$ cat config.mk
export PLATFORM = sky130hd
export DESIGN_NAME = ray_dispatch_scheduler
export DESIGN_NICKNAME = d
export VERILOG_FILES = /design/src/rtl/ray_dispatch_scheduler.sv
export SDC_FILE = /design/constraint.sdc
export NUM_CORES = 1
export LEC_CHECK = 0
export ABC_AREA = 1
export BUFFER_PORTS_ARGS = -buffer_cell sky130_fd_sc_hd__buf_2
export CAP_MARGIN = 40
export CORE_UTILIZATION = 25
export CTS_BUF_LIST = sky130_fd_sc_hd__clkbuf_2
export CTS_CLUSTER_DIAMETER = 50
export CTS_CLUSTER_SIZE = 20
export DETAILED_ROUTE_END_ITERATION = 12
export HOLD_SLACK_MARGIN = 0.02
export SLEW_MARGIN = 20
export SYNTH_ARGS = -nofsm -noshare
export SYNTH_HDL_FRONTEND = slang
export SYNTH_SLANG_ARGS = --single-unit
$ cat constraint.sdc
create_clock -name aclk -period 1.9 [get_ports aclk]
set_input_delay 0.19 -clock aclk [delete_from_list [all_inputs] [get_ports aclk]]
set_output_delay 0.19 -clock aclk [all_outputs]
set_load 0.05 [all_outputs]
$ cat src/rtl/ray_dispatch_scheduler.sv
// ray_dispatch_scheduler
//
// Walks the screen in raster order and offers one (x,y) coordinate per
// transfer to the ray unit. A credit counter limits how many pixels may sit
// between issue and retire at the packer. A side FIFO carries each pixel's
// sof/eol tag so the packer sees tags aligned with the shaded pixel stream.
//
// Handshake: a coordinate moves only on a cycle where issue_valid and
// issue_ready are both high. issue_valid never depends on issue_ready, and
// issue_x/issue_y stay constant while issue_valid is high and issue_ready is
// low. retire_valid is a one-cycle "one pixel accepted by the packer" strobe
// with no back-pressure.
//
// Ports:
//   aclk, aresetn         stream clock, asynchronous active-low reset
//   start, cont_mode      control bits: begin frame / auto-restart
//   issue_valid/_ready    coordinate handshake toward the ray unit
//   issue_x, issue_y      current raster coordinate
//   retire_valid          pixel accepted by the packer
//   out_sof, out_eol      tag of the pixel at the head of the tag FIFO
//   inflight              pixels issued and not yet retired
//   busy                  scheduler is not idle
//   frame_done            one-cycle pulse when a frame has fully retired
//   frame_count           completed frames, wrapping 16-bit count
//   err                   sticky: retire seen with nothing in flight
//   dbg_state             FSM state (0 idle, 1 run, 2 drain)

module ray_dispatch_scheduler #(
   parameter int SCREEN_W     = 640,
   parameter int SCREEN_H     = 480,
   parameter int MAX_INFLIGHT = 16,
   parameter int XW           = 10,
   parameter int YW           = 9,
   localparam int PW          = $clog2(MAX_INFLIGHT),
   localparam int IW          = PW + 1
) (
   input  logic          aclk,
   input  logic          aresetn,
   input  logic          start,
   input  logic          cont_mode,
   output logic          issue_valid,
   input  logic          issue_ready,
   output logic [XW-1:0] issue_x,
   output logic [YW-1:0] issue_y,
   input  logic          retire_valid,
   output logic          out_sof,
   output logic          out_eol,
   output logic [IW-1:0] inflight,
   output logic          busy,
   output logic          frame_done,
   output logic [15:0]   frame_count,
   output logic          err,
   output logic [1:0]    dbg_state
);

   typedef enum logic [1:0] {
      S_IDLE  = 2'd0,
      S_RUN   = 2'd1,
      S_DRAIN = 2'd2
   } state_t;

   localparam logic [XW-1:0] X_LAST  = XW'(SCREEN_W - 1);
   localparam logic [YW-1:0] Y_LAST  = YW'(SCREEN_H - 1);
   localparam logic [IW-1:0] MAX_CNT = IW'(MAX_INFLIGHT);

   state_t          state_q, state_d;
   logic [XW-1:0]   x_q, x_d;
   logic [YW-1:0]   y_q, y_d;
   logic [IW-1:0]   inflight_q, inflight_d;
   logic [PW-1:0]   wr_ptr_q, rd_ptr_q;
   logic [1:0]      tag_mem_q [MAX_INFLIGHT];
   logic [15:0]     frame_count_q;
   logic            err_q;

   logic            xfer;
   logic            pop;
   logic            last_pix;
   logic            clear_xy;
   logic            fifo_empty;

   // Credit check is on the registered count: a retire in the same cycle
   // frees the slot only from the next cycle on.
   assign issue_valid = (state_q == S_RUN) && (inflight_q < MAX_CNT);
   assign xfer        = issue_valid && issue_ready;
   assign fifo_empty  = (inflight_q == '0);
   // A retire with nothing registered in flight is an error, even if a push
   // lands in the same cycle; it neither pops nor decrements.
   assign pop         = retire_valid && !fifo_empty;
   assign last_pix    = (x_q == X_LAST) && (y_q == Y_LAST);

   // ---------------- FSM ----------------
   always_ff @(posedge aclk or negedge aresetn) begin
      if (!aresetn) state_q <= S_IDLE;
      else          state_q <= state_d;
   end

   always_comb begin
      state_d    = state_q;
      clear_xy   = 1'b0;
      frame_done = 1'b0;
      unique case (state_q)
         S_IDLE: begin
            if (start) begin
               state_d  = S_RUN;
               clear_xy = 1'b1;
            end
         end
         S_RUN: begin
            if (xfer && last_pix) state_d = S_DRAIN;
         end
         S_DRAIN: begin
            // The frame is complete once the last retire has been registered.
            if (fifo_empty) begin
               frame_done = 1'b1;
               state_d    = cont_mode ? S_RUN : S_IDLE;
            end
         end
         default: state_d = S_IDLE;
      endcase
   end

   // ---------------- raster counters ----------------
   always_comb begin
      x_d = x_q;
      y_d = y_q;
      if (clear_xy) begin
         x_d = '0;
         y_d = '0;
      end else if (xfer) begin
         if (x_q == X_LAST) begin
            x_d = '0;
            y_d = (y_q == Y_LAST) ? '0 : y_q + YW'(1);
         end else begin
            x_d = x_q + XW'(1);
         end
      end
   end

   // ---------------- credit counter ----------------
   always_comb begin
      inflight_d = inflight_q;
      unique case ({xfer, pop})
         2'b10:   inflight_d = inflight_q + IW'(1);
         2'b01:   inflight_d = inflight_q - IW'(1);
         default: inflight_d = inflight_q;
      endcase
   end

   always_ff @(posedge aclk or negedge aresetn) begin
      if (!aresetn) begin
         x_q           <= '0;
         y_q           <= '0;
         inflight_q    <= '0;
         frame_count_q <= '0;
         err_q         <= 1'b0;
      end else begin
         x_q           <= x_d;
         y_q           <= y_d;
         inflight_q    <= inflight_d;
         frame_count_q <= frame_count_q + 16'(frame_done);
         if (retire_valid && fifo_empty) err_q <= 1'b1;
      end
   end

   // ---------------- tag FIFO ----------------
   // The credit counter doubles as the FIFO occupancy, so it never overflows.
   always_ff @(posedge aclk or negedge aresetn) begin
      if (!aresetn) begin
         wr_ptr_q <= '0;
         rd_ptr_q <= '0;
         for (int i = 0; i < MAX_INFLIGHT; i++) tag_mem_q[i] <= 2'b00;
      end else begin
         if (xfer) begin
            tag_mem_q[wr_ptr_q] <= {(x_q == '0) && (y_q == '0), x_q == X_LAST};
            wr_ptr_q            <= wr_ptr_q + PW'(1);
         end
         if (pop) rd_ptr_q <= rd_ptr_q + PW'(1);
      end
   end

   // ---------------- outputs ----------------
   assign out_sof     = !fifo_empty && tag_mem_q[rd_ptr_q][1];
   assign out_eol     = !fifo_empty && tag_mem_q[rd_ptr_q][0];
   assign issue_x     = x_q;
   assign issue_y     = y_q;
   assign inflight    = inflight_q;
   assign busy        = (state_q != S_IDLE);
   assign frame_count = frame_count_q;
   assign err         = err_q;
   assign dbg_state   = state_q;

endmodule
After elaboration in Yosys (flattened, before gate mapping)
Cells that the tools add are included.
- bits in registers: 83
- word-level logic and storage cells: 90
- add/subtract/negate cells: 7
- $lt $le $gt $ge: 4
- equal/unequal tests: 9
- muxes and demuxes: 23
- bitwise logic cells: 2
- reduce and logical (&&, ||, !) cells: 21
- operator list (operator ; count):
    2-to-1 mux 9 bit ; 4
    bitwise mux 32 bit ; 1
    2-to-1 mux 10 bit ; 3
    adder 16 x 1 -> 16 bit ; 1
    2-to-1 mux 2 bit ; 6
    adder 10 x 1 -> 10 bit (second input constant) ; 1
    == test 10 bit (second input constant) ; 1
    >= comparator 5 bit (second input constant) ; 2
    logical AND 1 bit ; 10
    logical NOT 10 bit ; 1
    inverter 4 -> 5 bit ; 2
    one-hot mux 5 bit (2 select lines) ; 1
    adder 9 x 1 -> 9 bit (second input constant) ; 1
    == test 9 bit (second input constant) ; 1
    logical NOT 9 bit ; 1
    adder 4 x 1 -> 4 bit (second input constant) ; 2
    binary-select mux 2 bit (select 4 bit) ; 1
    demux 2 bit (select 4 bit) ; 1
    nonzero test 2 bit ; 4
    one-hot mux 2 bit (3 select lines) ; 1
    adder 5 x 1 -> 5 bit (second input constant) ; 1
    logical NOT 5 bit ; 1
    less-than comparator 5 x 1 -> 1 bit (second input constant) ; 1
    less-than comparator 5 bit (second input constant) ; 1
    10 further kinds ; 17

Depth between registers and ports, before layout
- depth after elaboration: 6
- depth in mapped cells: 19
- depth with buffers taken out: 17

Least setup slack after synthesis
Ideal clock, no wire load.
- path kind: register -> register
- start: register inflight_q[4], in the netlist inflight[4]
- end: register frame_count_q[10], in the netlist frame_count[10]
- library setup time: 0.143 ns
- data arrival time: 3.321 ns
- path slack: -1.564 ns
- stages on the path, launching flop included: 12
- path buffers: 0
- period minus slack after synthesis: 3.464 ns
- path through: dfrtp_1 -> nor2_1 -> nand3_1 -> nor3_1 -> ha_1 -> ha_1 -> nand2_1 -> nor2_1 -> nand3_1 -> nor2_1 -> nand2_1 -> xnor2_1
- longest elaborated chain between the ends: 4
- ends and longest elaborated chain (element ; RTL line ; source):
    from (decl) ; 69 ; logic [IW-1:0] inflight_q, inflight_d;
    from (signal assigned) ; 159 ; inflight_q <= inflight_d;
    logical NOT 5 bit ; 85 ; assign fifo_empty = (inflight_q == '0);
    2-to-1 mux 1 bit ; 113 ; if (fifo_empty) begin
    2-to-1 mux 1 bit ; 101 ; unique case (state_q)
    named net frame_done ; 50 ; output logic frame_done,
    adder 16 x 1 -> 16 bit ; 160 ; frame_count_q <= frame_count_q + 16'(frame_done);
    to (signal assigned) ; 160 ;
    to (decl) ; 72 ; logic [15:0] frame_count_q;
The timed path passes the listed nets, and every way through them passes these cells.
A chain may end at the register's enable or synchronous reset.

Worst setup path after layout
- start: register rd_ptr_q[0]
- end: output port out_sof
- longest elaborated chain between the ends: 5
- ends and longest elaborated chain (element ; RTL line ; source):
    from (decl) ; 70 ; logic [PW-1:0] wr_ptr_q, rd_ptr_q;
    from (signal assigned) ; 177 ; if (pop) rd_ptr_q <= rd_ptr_q + PW'(1);
    inverter 4 -> 5 bit (implied by the code) ; 182 ; assign out_sof = !fifo_empty && tag_mem_q[rd_ptr_q][1];
    binary-select mux 2 bit (select 4 bit) ; 182 ;
    2-to-1 mux 2 bit (2 in series) ; - ;
    logical AND 1 bit ; 182 ;
    to (decl) ; 46 ; output logic out_sof,
Every way passes these cells. The select of a mux whose other input is x is not followed.

==> flow_summary.yaml <==
outcome:
  outcome: "finished, violations left"
  violated_checks: "negative setup slack"
sta:
  max_slew.worst_pin.slew_ps: 456
  finalHoldViolCount: 0
  final_slew_viol_count: 0
  postLayoutSetupSlackWorst_ps: -225
  relSlewSlack_pct: 69.6
  rsz0062_at_grt: "yes"
  fmax_mhz: 471
  final.setup_skew_ps: 26.8
  finalHoldWorstSlack_ps: 77.1
  timing.final.setup_violations: 10
  finalCriticalPeriod_ps: 2120
  fin_crit_sh_pct: 112
clocking:
  clk_transition_reported_paths_ps: 230
  clkLatencyLatePin_ps: 570
  clock_sink_count: 83
  tritoncts_clock_tree: "done"
  cts.root.buffer_cell: "clkbuf_2"
  clock_tree.htree_level_count: 3
  numCtsBuffers: 9
  cts-root-to-sink-buffers: 2
logic_synthesis:
  synth.distinct_cells: 33
  synth_seq_area_share_pct: 47.2
  mappedNetlistArea_mm2: 0.00440
  gate_count_after_technology_mapping: 546
  syn_avg_cell_area_um2: 8.06
  syn-num-nets: 566
  synth_top_flop_cell: "dfrtp_1"
  yosys_warnings: 0
  synth_seq_cells: 83
  synth_async_sr_flop_share_pct: 100
  synth_edf_count: 0
cells_and_area:
  area_growth_syn_to_layout_pct: 30.4
  antenna_cells_inserted: 0
  final_layout_size_suffix_gt1_share_pct: 31.5
  n_fill_cell: 1779
  finalCoreUtilization_pct: 33.3
  final_nets: 659
worst_setup_path:
  cp-startpoint: "rd_ptr_q[0]"
  cpPeakStageDelay_ps: 490
  critical_path.cell_chain: "inv_4 -> buf_8 -> nand2_2 -> nand3_2 -> nand3_2 -> nand2_2 -> nand2_2 -> a21oi_2 -> buf_6"
  crit_path_start_kind: "register"
  r2r_end: "frame_count[10]"
  cp.depth: 9
  critical_path_sink_type: "output port"
  reg2reg_setup_slack_ps: -90
  crit_fanout: 7
  timing.critical_path.to: "out_sof"
  slowest_stage: "dfrtp_2"
  path_class: "register to output port"
  worstPathRequired_ps: 1710
  critPathTopFamily: "flip-flops"
  reg2reg_depth: 11
  critical_path.most_common_cell: "nand2_2"
  worst-endpoint-arrival_ps: 1930
  crit_buf_inv: 3
  r2r_start: "inflight[4]"
power:
  seq_power_share_pct: 36.4
  p_int_uw: 3520
  combPwrFrac_pct: 51.8
  p_per_area_mw_per_mm2: 1170
  share_clk_of_total_power_pct: 11.8
  netSwitchingPower_uw: 3160
  irDropWorstVdd_v: 0.000859
  swShare_pct: 47.3
  total_leakage_power_uw: 0.00281
global_route:
  first_pass_grt_wire_length_mm: 17.9
  globalRouteOverflowTotal: 0
  track_usage_pct: 12.5
  grt_pass1_vias: 3525
  antenna_found_initial: 1
  pin_count_of_the_biggest_net_entering_global_routing: 51
drt:
  wl_per_cell_um: 12.4
  drt_drc: 0
  postRouteAntennaNets: 0
  detail_route.vias_per_cell: 4.39
  drt_iter0_drc: 179
  route.vias.total: 3811
  topRoutingLayerUsed: "met5"
  route.layer.met1.wl_mm: 5.22
  total_routed_length_mm: 10.8
  dr_wl_met2_mm: 4.97
  met3WireLength_um: 460
  drtPass1Iterations: 5
placement:
  portBuffers: 53
  post-place-ws_ps: -97.4
  gp_routability_congestion: 0.800
  detailedPlacementHpwl_mm: 7.67
floorplanning:
  top_level_ports: 54
  die_area_mm2: 0.0181
  die_y_um: 135
  die_w_um: 135
  row_count: 48
  starting_density_of_the_core_pct: 25.5
  core_area_mm2: 0.0172
hold_path:
  holdCritPathClass: "input pin to async pin"
run:
  drv.max_cap_violation_count: 0
==> worst min-delay path by stage <==
stage / startpoint / to / slack (ps) / cells after the start
floorplan: aresetn / dbg_state[0] / -110 / 0
global placement: aresetn / dbg_state[1] / 180 / 1
detailed placement: aresetn / dbg_state[1] / 180 / 1
CTS: aresetn / frame_count[6] / 50 / 2
global route: aresetn / dbg_state[0] / 50 / 2
finish: aresetn / frame_count[5] / 80 / 2
==> power by group through the flow <==
stage | logic (uW) | registers, uW | clock network, uW
floorplan | 1680 | 2850 | 0
global placement | 2940 | 2420 | 0
detailed placement | 2960 | 2420 | 0
CTS | 3180 | 2410 | 840
global route | 3800 | 2490 | 911
finish | 3470 | 2430 | 788
==> cells in the mapped netlist, types with 3 or more instances <==
library cell / instances / area share [%]
ha_1: 14 / 4.0
dfrtp_1: 83 / 47
nand2_1: 170 / 15
nor2_1: 42 / 3.6
a21oi_1: 9 / 1.0
nor2_4: 4 / 1.0
xnor2_1: 6 / 1.2
buf_2: 5 / 0.57
nand2_2: 3 / 0.43
buf_4: 3 / 0.51
nor3_1: 8 / 0.91
inv_1: 47 / 4.0
o21ai_0: 35 / 4.0
o21ai_1: 16 / 1.8
xor2_1: 18 / 3.6
nand3_1: 52 / 5.9
nand2_4: 4 / 1.0
nand4_1: 7 / 1.0
==> worst register-to-register path, cell delays in order, from the launching register on <==
cell,delay [ps]
dfrtp_2,470
nor2_4,140
nand3_4,110
nor3_4,220
ha_2,240
ha_4,150
nand2_4,50
nor2_4,140
nand3_4,110
nor2_4,140
nand2_2,60
xnor2_1,110
==> kinds of logic after synthesis <==
| kind of cell | Yosys count | share of synthesized area, % |
|---|---|---|
| DFF | 83 | 47.2 |
| AOI/OAI and AO/OA | 67 | 8.05 |
| buffers and inverters | 61 | 5.97 |
| xor gates and xnor gates | 24 | 4.78 |
| and+or+nand+nor | 297 | 30.0 |
| adders and majority gates | 14 | 3.98 |
==> registers in the layout (all words and copies together) (netlist names) <==
register / flops
dbg_state: 2
err: 1
frame_count: 16
inflight: 5
issue_x: 10
issue_y: 9
rd_ptr_q: 4
tag_mem_q: 32
wr_ptr_q: 4
==> metrics by stage <==
step / power, uW / cell area [um^2] / std cells / TNS (ps)
2_1_floorplan: 4520 / 4520 / 546 / -8150
3_3_place_gp: 5360 / 5210 / 842 / -138
3_5_place_dp: 5380 / 5210 / 842 / -281
4_1_cts: 6430 / 5460 / 865 / -634
5_1_grt: 7210 / 5740 / 869 / -2750
6_report: 6690 / 5740 / 869 / -752
==> routing by layer <==
metal | vias to the layer above | global-route usage [%]
met5 | - | 0
met4 | 2 | 3.31
met3 | 15 | 3.42
met2 | 76 | 18.8
met1 | 1767 | 17.5
li1 | 1951 | -
==> cells in the final DEF, fill, tap and decap left out, types with 3 or more instances in the layout <==
cell           instances
nand2_4                7
nand2_1              151
nor3_1                 5
dlygate4sd3_1          4
buf_8                  3
nor2_1                29
inv_2                  4
buf_4                 27
ha_4                   4
nor2_4                12
buf_6                 10
nand3_2               20
nand3_4                3
dfrtp_1               74
ha_1                   9
nand3_1               31
inv_1                 43
buf_2                 47
xnor2_1                5
nand4_1                7
o21ai_0               32
xor2_1                17
dfrtp_2                9
o21ai_1               19
nand2_2               19
a21oi_1                6
clkbuf_2              12
nor2_2                 5
a21oi_2                3
==> area by class of cell <==
class                      instances  area [um^2]  area share (%)
inverter                          50          194            3.38
clock buffer                      12         60.1            1.05
timing repair buffer              93          663            11.6
sequential                        83         2090            36.4
multi-input combinational        402         2430            42.3
tap                              225          282            4.91
clock inverter                     4         20.0           0.349
==> timing repair <==
| item | CTS | global route |
|---|---|---|
| resized for setup | 30 | 67 |
| gates cloned | 1 | 0 |
| setup buffers | 2 | 4 |
| hold endpoints to repair | 86 | 0 |
| hold buffers | 4 | 0 |
| endpoints found under the setup margin | 14 | 19 |
| pin swaps | 14 | 31 |
No activity file was read; power rests on OpenSTA's default activity.
